`src/rtl/bomb_pkg.sv`:
```
// bomb_pkg: shared encodings and widths for the bomb scheduler.
// Holds the slot state encoding, coordinate/counter widths, the chain
// distance, and the chain proximity helper used when BOMB_CHAIN_EN is defined.
package bomb_pkg;
  localparam int COORD_W = 10;
  localparam int CNT_W = 8;
  localparam int CHAIN_DIST = 64;
  typedef enum logic [1:0] {
    S_IDLE  = 2'd0,
    S_FUSE  = 2'd1,
    S_BLAST = 2'd2
  } slot_state_t;
  function automatic logic [COORD_W-1:0] abs_diff(input logic [COORD_W-1:0] a, b);
    return (a > b) ? a - b : b - a;
  endfunction
  // Two bombs chain when they share a column or row and sit within
  // CHAIN_DIST pixels of each other along the other axis.
  function automatic logic chain_near(input logic [COORD_W-1:0] ax, ay, bx, by);
    return (ax == bx && abs_diff(ay, by) <= COORD_W'(CHAIN_DIST)) ||
           (ay == by && abs_diff(ax, bx) <= COORD_W'(CHAIN_DIST));
  endfunction
endpackage

```
`src/rtl/bomb_slot.sv`:
```
// bomb_slot: one bomb slot, IDLE -> FUSE -> BLAST -> IDLE with a tick down-counter.
// Ports:
//   clk, reset      clock, asynchronous active-low reset
//   clear           synchronous clear to IDLE (round restart), beats everything else
//   tick            game-tick strobe
//   alloc           load a new bomb (only asserted while IDLE)
//   owner_in, x_in, y_in   owner and coordinates latched on alloc
//   chain           neighbour entered BLAST; blast on the next tick (BOMB_CHAIN_EN only)
//   fuse, blast     state flags
//   owner, x, y     latched bomb data (held after the bomb expires)
//   enter_blast     combinational: this slot moves to BLAST at the coming edge
// Optional feature macro: BOMB_CHAIN_EN.
module bomb_slot
  import bomb_pkg::*;
#(
  parameter int FUSE_TICKS  = 48,
  parameter int BLAST_TICKS = 16
) (
  input  logic               clk,
  input  logic               reset,
  input  logic               clear,
  input  logic               tick,
  input  logic               alloc,
  input  logic               owner_in,
  input  logic [COORD_W-1:0] x_in,
  input  logic [COORD_W-1:0] y_in,
  input  logic               chain,
  output logic               fuse,
  output logic               blast,
  output logic               owner,
  output logic [COORD_W-1:0] x,
  output logic [COORD_W-1:0] y,
  output logic               enter_blast
);
  slot_state_t state;
  logic [CNT_W-1:0] cnt;
  logic chain_pend;
  assign fuse = state == S_FUSE;
  assign blast = state == S_BLAST;
  assign enter_blast = !clear && tick && fuse && (cnt == CNT_W'(1) || chain_pend);
  always_ff @(posedge clk or negedge reset)
    if (!reset) begin
      state <= S_IDLE;
      cnt <= '0;
      owner <= 1'b0;
      x <= '0;
      y <= '0;
    end else if (clear) begin
      state <= S_IDLE;
      cnt <= '0;
    end else if (alloc) begin
      state <= S_FUSE;
      cnt <= CNT_W'(FUSE_TICKS);
      owner <= owner_in;
      x <= x_in;
      y <= y_in;
    end else if (enter_blast) begin
      state <= S_BLAST;
      cnt <= CNT_W'(BLAST_TICKS);
    end else if (tick && state != S_IDLE) begin
      state <= (blast && cnt == CNT_W'(1)) ? S_IDLE : state;
      cnt <= cnt - CNT_W'(1);
    end
`ifdef BOMB_CHAIN_EN
  // A chain hit is remembered until the next tick so the blast propagates
  // one tick per hop rather than in the same cycle.
  always_ff @(posedge clk or negedge reset)
    if (!reset)
      chain_pend <= 1'b0;
    else
      chain_pend <= !clear && !alloc && fuse && !enter_blast && (chain_pend || chain);
`else
  logic unused_chain;
  assign unused_chain = chain;
  assign chain_pend = 1'b0;
`endif
endmodule

```
`src/rtl/bomb_scheduler.sv`:
```
// bomb_scheduler: two-player bomb placement arbiter over NUM_SLOTS bomb slots.
// Ports:
//   clk, reset                   clock, asynchronous active-low reset
//   tick                         game-tick strobe
//   round_restart                synchronous clear of all slots and pending responses
//   p1_req/p2_req, p*_x/p*_y     placement requests with pixel coordinates
//   p1_ack/p1_nack/p2_ack/p2_nack  one-cycle responses, one cycle after sampling
//   bomb_fuse/bomb_blast/bomb_owner  per-slot flags, owner 0=P1 1=P2
//   bomb_x/bomb_y                flattened per-slot coordinates, slot 0 in LSBs
//   blast_pulse, blast_slot      pulse when a slot enters BLAST, lowest such index
// Optional feature macro: BOMB_CHAIN_EN (blasts chain into aligned nearby fuses).
module bomb_scheduler
  import bomb_pkg::*;
#(
  parameter int NUM_SLOTS      = 4,
  parameter int FUSE_TICKS     = 48,
  parameter int BLAST_TICKS    = 16,
  parameter int MAX_PER_PLAYER = 2
) (
  input  logic                         clk,
  input  logic                         reset,
  input  logic                         tick,
  input  logic                         round_restart,
  input  logic                         p1_req,
  input  logic                         p2_req,
  input  logic [COORD_W-1:0]           p1_x,
  input  logic [COORD_W-1:0]           p1_y,
  input  logic [COORD_W-1:0]           p2_x,
  input  logic [COORD_W-1:0]           p2_y,
  output logic                         p1_ack,
  output logic                         p1_nack,
  output logic                         p2_ack,
  output logic                         p2_nack,
  output logic [NUM_SLOTS-1:0]         bomb_fuse,
  output logic [NUM_SLOTS-1:0]         bomb_blast,
  output logic [NUM_SLOTS-1:0]         bomb_owner,
  output logic [COORD_W*NUM_SLOTS-1:0] bomb_x,
  output logic [COORD_W*NUM_SLOTS-1:0] bomb_y,
  output logic                         blast_pulse,
  output logic [2:0]                   blast_slot
);
  logic [NUM_SLOTS-1:0] idle, enter, alloc, chain;
  logic [3:0] p1_live, p2_live, serve_live;
  logic [2:0] free_idx, enter_idx;
  logic rr_p2, p1_elig, p2_elig, serve, serve_p2, grant;
  logic [COORD_W-1:0] gx, gy;
  assign idle = ~(bomb_fuse | bomb_blast);
  // Live counts come straight from slot state so they can never drift.
  always_comb begin
    p1_live = '0;
    p2_live = '0;
    free_idx = '0;
    enter_idx = '0;
    for (int i = NUM_SLOTS - 1; i >= 0; i--) begin
      p1_live = p1_live + 4'(!idle[i] && !bomb_owner[i]);
      p2_live = p2_live + 4'(!idle[i] && bomb_owner[i]);
      if (idle[i]) free_idx = 3'(i);
      if (enter[i]) enter_idx = 3'(i);
    end
  end
  // A player whose response is pulsing this cycle is not re-sampled.
  assign p1_elig = p1_req && !p1_ack && !p1_nack && !round_restart;
  assign p2_elig = p2_req && !p2_ack && !p2_nack && !round_restart;
  assign serve = p1_elig || p2_elig;
  assign serve_p2 = p2_elig && (!p1_elig || rr_p2);
  assign serve_live = serve_p2 ? p2_live : p1_live;
  assign grant = serve && |idle && int'(serve_live) < MAX_PER_PLAYER;
  assign alloc = grant ? (NUM_SLOTS'(1) << free_idx) : '0;
  assign gx = serve_p2 ? p2_x : p1_x;
  assign gy = serve_p2 ? p2_y : p1_y;
  // Priority flips only when both players contend in the same cycle.
  always_ff @(posedge clk or negedge reset)
    if (!reset) begin
      p1_ack <= 1'b0;
      p1_nack <= 1'b0;
      p2_ack <= 1'b0;
      p2_nack <= 1'b0;
      rr_p2 <= 1'b0;
      blast_pulse <= 1'b0;
      blast_slot <= '0;
    end else begin
      p1_ack <= serve && !serve_p2 && grant;
      p1_nack <= serve && !serve_p2 && !grant;
      p2_ack <= serve_p2 && grant;
      p2_nack <= serve_p2 && !grant;
      rr_p2 <= round_restart ? 1'b0 : (p1_elig && p2_elig) ? !rr_p2 : rr_p2;
      blast_pulse <= |enter;
      blast_slot <= enter_idx;
    end
  for (genvar g = 0; g < NUM_SLOTS; g++) begin : s
    bomb_slot #(
      .FUSE_TICKS (FUSE_TICKS),
      .BLAST_TICKS(BLAST_TICKS)
    ) u_slot (
      .clk        (clk),
      .reset      (reset),
      .clear      (round_restart),
      .tick       (tick),
      .alloc      (alloc[g]),
      .owner_in   (serve_p2),
      .x_in       (gx),
      .y_in       (gy),
      .chain      (chain[g]),
      .fuse       (bomb_fuse[g]),
      .blast      (bomb_blast[g]),
      .owner      (bomb_owner[g]),
      .x          (bomb_x[g*COORD_W +: COORD_W]),
      .y          (bomb_y[g*COORD_W +: COORD_W]),
      .enter_blast(enter[g])
    );
  end
`ifdef BOMB_CHAIN_EN
  always_comb begin
    chain = '0;
    for (int i = 0; i < NUM_SLOTS; i++)
      for (int j = 0; j < NUM_SLOTS; j++)
        if (i != j && enter[j] && bomb_fuse[i] &&
            chain_near(bomb_x[i*COORD_W +: COORD_W], bomb_y[i*COORD_W +: COORD_W],
                       bomb_x[j*COORD_W +: COORD_W], bomb_y[j*COORD_W +: COORD_W]))
          chain[i] = 1'b1;
  end
`else
  assign chain = '0;
`endif
endmodule

```
`config.mk`:
```
export PLATFORM = sky130hd
export DESIGN_NAME = bomb_scheduler
export DESIGN_NICKNAME = d
export VERILOG_FILES = /design/src/rtl/bomb_pkg.sv /design/src/rtl/bomb_slot.sv /design/src/rtl/bomb_scheduler.sv
export SDC_FILE = /design/constraint.sdc
export NUM_CORES = 1
export LEC_CHECK = 0
export CAP_MARGIN = 30
export CORE_UTILIZATION = 29
export CTS_CLUSTER_SIZE = 28
export DETAILED_ROUTE_END_ITERATION = 8
export PLACE_DENSITY_LB_ADDON = 0.2
export SETUP_SLACK_MARGIN = 0.3
export SYNTH_ARGS = -nofsm -noshare
export SYNTH_HDL_FRONTEND = slang
export SYNTH_SLANG_ARGS = --single-unit
```
`constraint.sdc`:
```
create_clock -name clk -period 8.8 [get_ports clk]
set_input_delay 2.64 -clock clk [delete_from_list [all_inputs] [get_ports clk]]
set_output_delay 2.64 -clock clk [all_outputs]
set_load 0.02 [all_outputs]
```
; ---- After elaboration in Yosys (flattened, before gate mapping)
; Cells that the tools add are included.
[word_totals]
reg_bits = 133
input_bits = 46
wordCells = 186
[op_classes]
n_addsub = 10
n_lt_le_gt_ge = 1
n_eq_ne = 12
shifts = 1
n_mux = 50
bitwise_logic = 3
reduce_logical = 82
[ops]
columns = op, n
row1 = 2-to-1 mux 8 bit, 16
row2 = 2-to-1 mux 2 bit, 23
row3 = logical AND 1 bit, 40
row4 = == test 8 x 1 -> 1 bit (second input constant), 4
row5 = nonzero test 4 bit, 8
row6 = subtractor 8 x 1 -> 8 bit (second input constant), 4
row7 = 2-to-1 mux 10 bit, 2
row8 = logical NOT 1 bit, 17
row9 = AND reduction 2 bit, 8
row10 = 2-to-1 mux 3 bit, 5
row11 = nonzero test 2 bit, 5
row12 = adder 3 x 1 -> 4 bit, 2
row13 = == test 2 x 1 -> 1 bit (second input constant), 4
row14 = == test 2 bit (second input constant), 4
row15 = 2-to-1 mux 4 bit, 2
row16 = OR reduction 4 bit, 2
row17 = adder 2 x 1 -> 3 bit, 2
row18 = adder 1 x 1 -> 2 bit, 2
row19 = < comparator 4 x 2 -> 1 bit (second input constant), 1
row20 = NOT 4 bit, 1
row21 = OR 4 bit, 1
row22 = left shift 1 x 3 -> 4 bit (first input constant), 1
row23 = logical OR 1 bit, 2
row24 = 2-to-1 mux 1 bit, 2
row25 = NOT 1 bit, 1

; ---- Logic depth before layout (Yosys ltp)
[depth]
word_depth = 14
mapped_depth = 13
ltp_nobuf = 11

; ---- Hierarchy
; From an unflattened synthesis, not the netlist that was laid out.
[unflattened]
hier_cells = 512
area_unflattened_um2 = 6283.5
[by_module_without_submodules]
columns = module, instances, cells_per_inst, area_each_um2, seq_area_each_um2
row1 = bomb_slot, 4, 107, 1367.6, 775.7
row2 = bomb_scheduler, 1, 84, 813.3, 200.2

; ---- Worst setup path after synthesis
; No wires, ideal clock.
[synth_path]
path_kind = input to register
from = in p1_req
to = reg s[0].u_slot.x[4]
arrival_ns = 4.372
path_slack_ns = 4.303
path_stages = 6
n_path_buf = 2
cell_sequence = or4b_4 -> and2_1 -> buf_6 -> a2111oi_4 -> buf_6 -> mux2_2
[synth_via]
elab_chain_len = 11
[synth_rtl]
columns = element, line_no
row1 = from (decl), bomb_scheduler.sv:24  ; input logic p1_req,
row2 = logical AND 1 bit (*) (3 in series), bomb_scheduler.sv:62  ; assign p1_elig = p1_req && !p1_ack && !p1_nack && !round_restart;
row3 = logical NOT 1 bit, bomb_scheduler.sv:65  ; assign serve_p2 = p2_elig && (!p1_elig || rr_p2);
row4 = logical OR 1 bit, bomb_scheduler.sv:65
row5 = logical AND 1 bit, bomb_scheduler.sv:65
row6 = 2-to-1 mux 4 bit, bomb_scheduler.sv:66  ; assign serve_live = serve_p2 ? p2_live : p1_live;
row7 = < comparator 4 x 2 -> 1 bit, bomb_scheduler.sv:67  ; assign grant = serve && |idle && int'(serve_live) < MAX_PER_PLAYER;
row8 = logical AND 1 bit, bomb_scheduler.sv:67
row9 = 2-to-1 mux 4 bit, bomb_scheduler.sv:68  ; assign alloc = grant ? (NUM_SLOTS'(1) << free_idx) : '0;
row10 = AND reduction 2 bit (no source line), -
row11 = to (signal assigned), bomb_slot.sv:55  ; x <= x_in;
row12 = to (decl), bomb_slot.sv:31  ; output logic [COORD_W-1:0] x,
; Every way passes the cells marked *; elsewhere a longest branch is shown, timed or not.
; A chain may end at the register's enable or synchronous reset.

; ---- Final worst setup path
[layout_path]
from = in p1_req
to = reg s[3].u_slot.x[8]
[layout_via]
elab_chain_len = 11
[layout_rtl]
columns = element, line_no
row1 = logical AND 1 bit (*) (3 in series), bomb_scheduler.sv:62
row2 = logical NOT 1 bit, bomb_scheduler.sv:65
row3 = logical OR 1 bit, bomb_scheduler.sv:65
row4 = logical AND 1 bit, bomb_scheduler.sv:65
row5 = 2-to-1 mux 4 bit, bomb_scheduler.sv:66
row6 = < comparator 4 x 2 -> 1 bit, bomb_scheduler.sv:67
row7 = logical AND 1 bit, bomb_scheduler.sv:67
row8 = 2-to-1 mux 4 bit, bomb_scheduler.sv:68
row9 = AND reduction 2 bit (no source line), -
row10 = to (signal assigned), bomb_slot.sv:55
row11 = to (decl), bomb_slot.sv:31
; Marks and branches as above.

==> reports/qor.yml <==
yosys:
  yosysTopAreaCellShare_pct: 51.1
  synth_edf_count: 0
  ys_ff_latch: 132
  synth-async-reset-ratio_pct: 100
  syn_inst: 571
  syn_nets: 641
  yosysSeqAreaShare_pct: 51.1
  yosys.area.top_type: "dfrtp_1"
  syn_avg_cell_area_um2: 11.3
  ys.flop_type: "dfrtp_1"
  synthTopCellsByArea: "dfrtp_1 51%, mux2_2 14%, nand2_1 4.4%"
  yosys_warnings: 0
  netlist_area_um2: 6460
  synth_cell_types: 56
finish:
  syn_to_final_growth_pct: 33.9
  drive_gt1_share_pct: 18.1
  antenna_cells: 0
  fin_area_um2: 8650
  final_cell_mix: "143 x clkdlybuf4s50_1, 132 x dfrtp_1, 78 x mux2_2, 75 x nand2_1, 29 x nor2_1"
  finalNetCount: 771
  final_common_cell: "clkdlybuf4s50_1"
  fin_cells: 993
clock_network:
  holdBufCountCts: 0
  clock-sinks: 132
  cts_buffer_depth: 2
  cts_root_buf: "clkbuf_16"
  cts_resized: 0
  cts_setup_buffers: 0
  insertion_delay_ns: 0.42
  cts-htree-levels: 4
  path_clk_slew_ns: 0.05
  cts_made_buffers: 17
  tritoncts: "done"
sta:
  rsz0062_at_grt: "no"
  relSlewSlack_pct: 43.7
  hold_viol_final: 0
  fin_crit_ns: 5.36
  fin_skew_ns: 0.0164
  tightest_slew_ns: 0.842
  final.setup.tns_ns: 0
  timing.final.max_slew_violations: 0
  max_freq_mhz: 187
  holdWs_ns: 0.505
  setup-violations-final: 0
  period_share_pct: 60.9
worst_setup_path:
  worst_ep_required_time_ns: 9.09
  critPathKind: "in2reg"
  path_max_fanout: 27
  end_kind: "flip-flop"
  critPathLaunchType: "input port"
  worstRegToRegCells: 12
  worstPathArrival_ns: 5.65
  r2r-end: "s[3].u_slot.x[8]"
  reg2reg_from: "s[2].u_slot.state[0]"
  r2r_slack_ns: 4.85
route:
  num_vias: 4689
  drt-pass1-iter-count: 4
  drt-total-wl_mm: 17.0
  vias_per_cell: 4.72
  wl_per_cell_um: 17.1
  drtIter0Drc: 174
  ant_nets: 0
  drc: 0
hold_path:
  whs_endpoint: "s[3].u_slot.x[0]"
  min_from: "s[3].u_slot.x[0]"
  holdPathStages: 1
  hold_class: "reg2reg"
floorplan:
  std_cell_rows: 54
  dieWidth_um: 151
  io_pins: 146
  coreArea_um2: 21800
  die_y_um: 151
  start_util_pct: 29.6
  dieArea_um2: 22900
power:
  p_int_w: 0.00158
  swShare_pct: 33.7
  p_per_area_nw_per_um2: 275
  pwr-share-comb_pct: 34.6
  netSwitchingPower_w: 0.000802
  ir_worst_vdd_mv: 0.141
  pwr-share-seq_pct: 36.5
  p_leak_nw: 3.84
  power_frac_clock_pct: 28.9
placement:
  place_hpwl_mm: 11.9
  numPlacedInstances: 961
  post_dp_cell_area_um2: 8060
  portBuffers: 144
  gp_congestion: 0.801
global_routing:
  grt_overflow_total: 0
  grt_max_degree: 79
  antenna_found_initial: 0
  track_usage_pct: 15.6
  grt_pass1_vias: 4878
  grt_pass1_wl_mm: 26.9
job:
  maxCapViolCount: 0
outcome:
  status: "finished, final reports clean"
power groups by stage:
| stage | registers [W] | logic, W | clock network [W] |
|---|---|---|---|
| floorplan | 0.00102 | 0.000280 | 0 |
| global placement | 0.000876 | 0.000821 | 0 |
| detailed placement | 0.000876 | 0.000830 | 0 |
| CTS | 0.000871 | 0.000834 | 0.000702 |
| global route | 0.000893 | 0.000884 | 0.000727 |
| finish | 0.000869 | 0.000825 | 0.000687 |
state kept, by name (all words and copies together) (netlist names):
name / flops
rr_p2: 1
blast_pulse: 1
s.u_slot.state: 8
p1_nack: 1
s.u_slot.y: 40
blast_slot: 2
s.u_slot.cnt: 32
s.u_slot.owner: 4
p2_ack: 1
s.u_slot.x: 40
p1_ack: 1
p2_nack: 1
Yosys cell counts (3+ instances only):
cell and instances:
nor2b_1 6, nor4_1 20, mux2_1 6, nand2b_1 8, clkbuf_1 12, inv_1 22, buf_2 6, o21ai_0 7
nor2_1 29, nand3_1 10, a31o_2 3, buf_4 19, a31oi_1 4, nor4b_1 3, ha_1 22, xnor2_1 18
a21oi_1 8, mux2_2 78, and3_1 7, buf_6 3, nand2_1 75, dfrtp_1 132, a21o_1 3, or4_1 3
nor3b_1 6, nor3_1 14, xor2_1 10
layout make-up:
type | count | area (um^2)
clock buffer | 17 | 425
clock inverter | 14 | 143
fill | 2077 | 13200
inverter | 22 | 82.6
multi-input combinational | 375 | 2820
sequential | 132 | 3300
tap | 280 | 350
timing repair buffer | 153 | 1530
critical path, cell delays in order:
cell and delay [ns]:
clkdlybuf4s50_1 0.52, or4b_4 0.52, and2_1 0.16, buf_4 0.23, a21oi_2 0.24, and3_1 0.56
buf_4 0.40, mux2_2 0.37
cells by family after synthesis:
kind of cell	synth area share (%)
fa+ha+maj	4.88
compound gates	4.36
mux	14.8
simple gates	15.7
xor+xnor	3.79
buf+inv	5.28
other cells	0.0580
flops	51.1
how the worst max path moves through the flow:
stage                      start  cells past startpoint               end  slack, ns
final                     p1_req                      8  s[3].u_slot.x[8]       3.44
after global routing      p1_req                      8  s[3].u_slot.x[9]       3.29
after CTS                 p1_req                      8  s[3].u_slot.x[8]       3.42
after detailed placement  p1_req                      8  s[3].u_slot.x[9]       3.01
after global placement    p1_req                      8  s[3].u_slot.y[0]       3.03
after floorplan           p1_req                      6  s[0].u_slot.x[4]       4.30
metal layers:
metal / part of all wire, % / global-route usage, % / routed length, um
met2: 46 / 24.4 / 7800
met1: 45 / 19.9 / 7650
met3: 8.0 / 5.45 / 1370
met5: 0 / 0 / 0
met4: 1.2 / 5.65 / 204
per-stage QoR:
step                      total power, W  utilization, %  setup WS [ns]
after CTS                        0.00241            39.5           3.42
final                            0.00238            39.7           3.44
after floorplan                  0.00130               -           4.30
after global placement           0.00170            36.9           3.03
after global routing             0.00250            39.7           3.29
after detailed placement         0.00171            36.9           3.01
(Power assumes the default switching activity.)
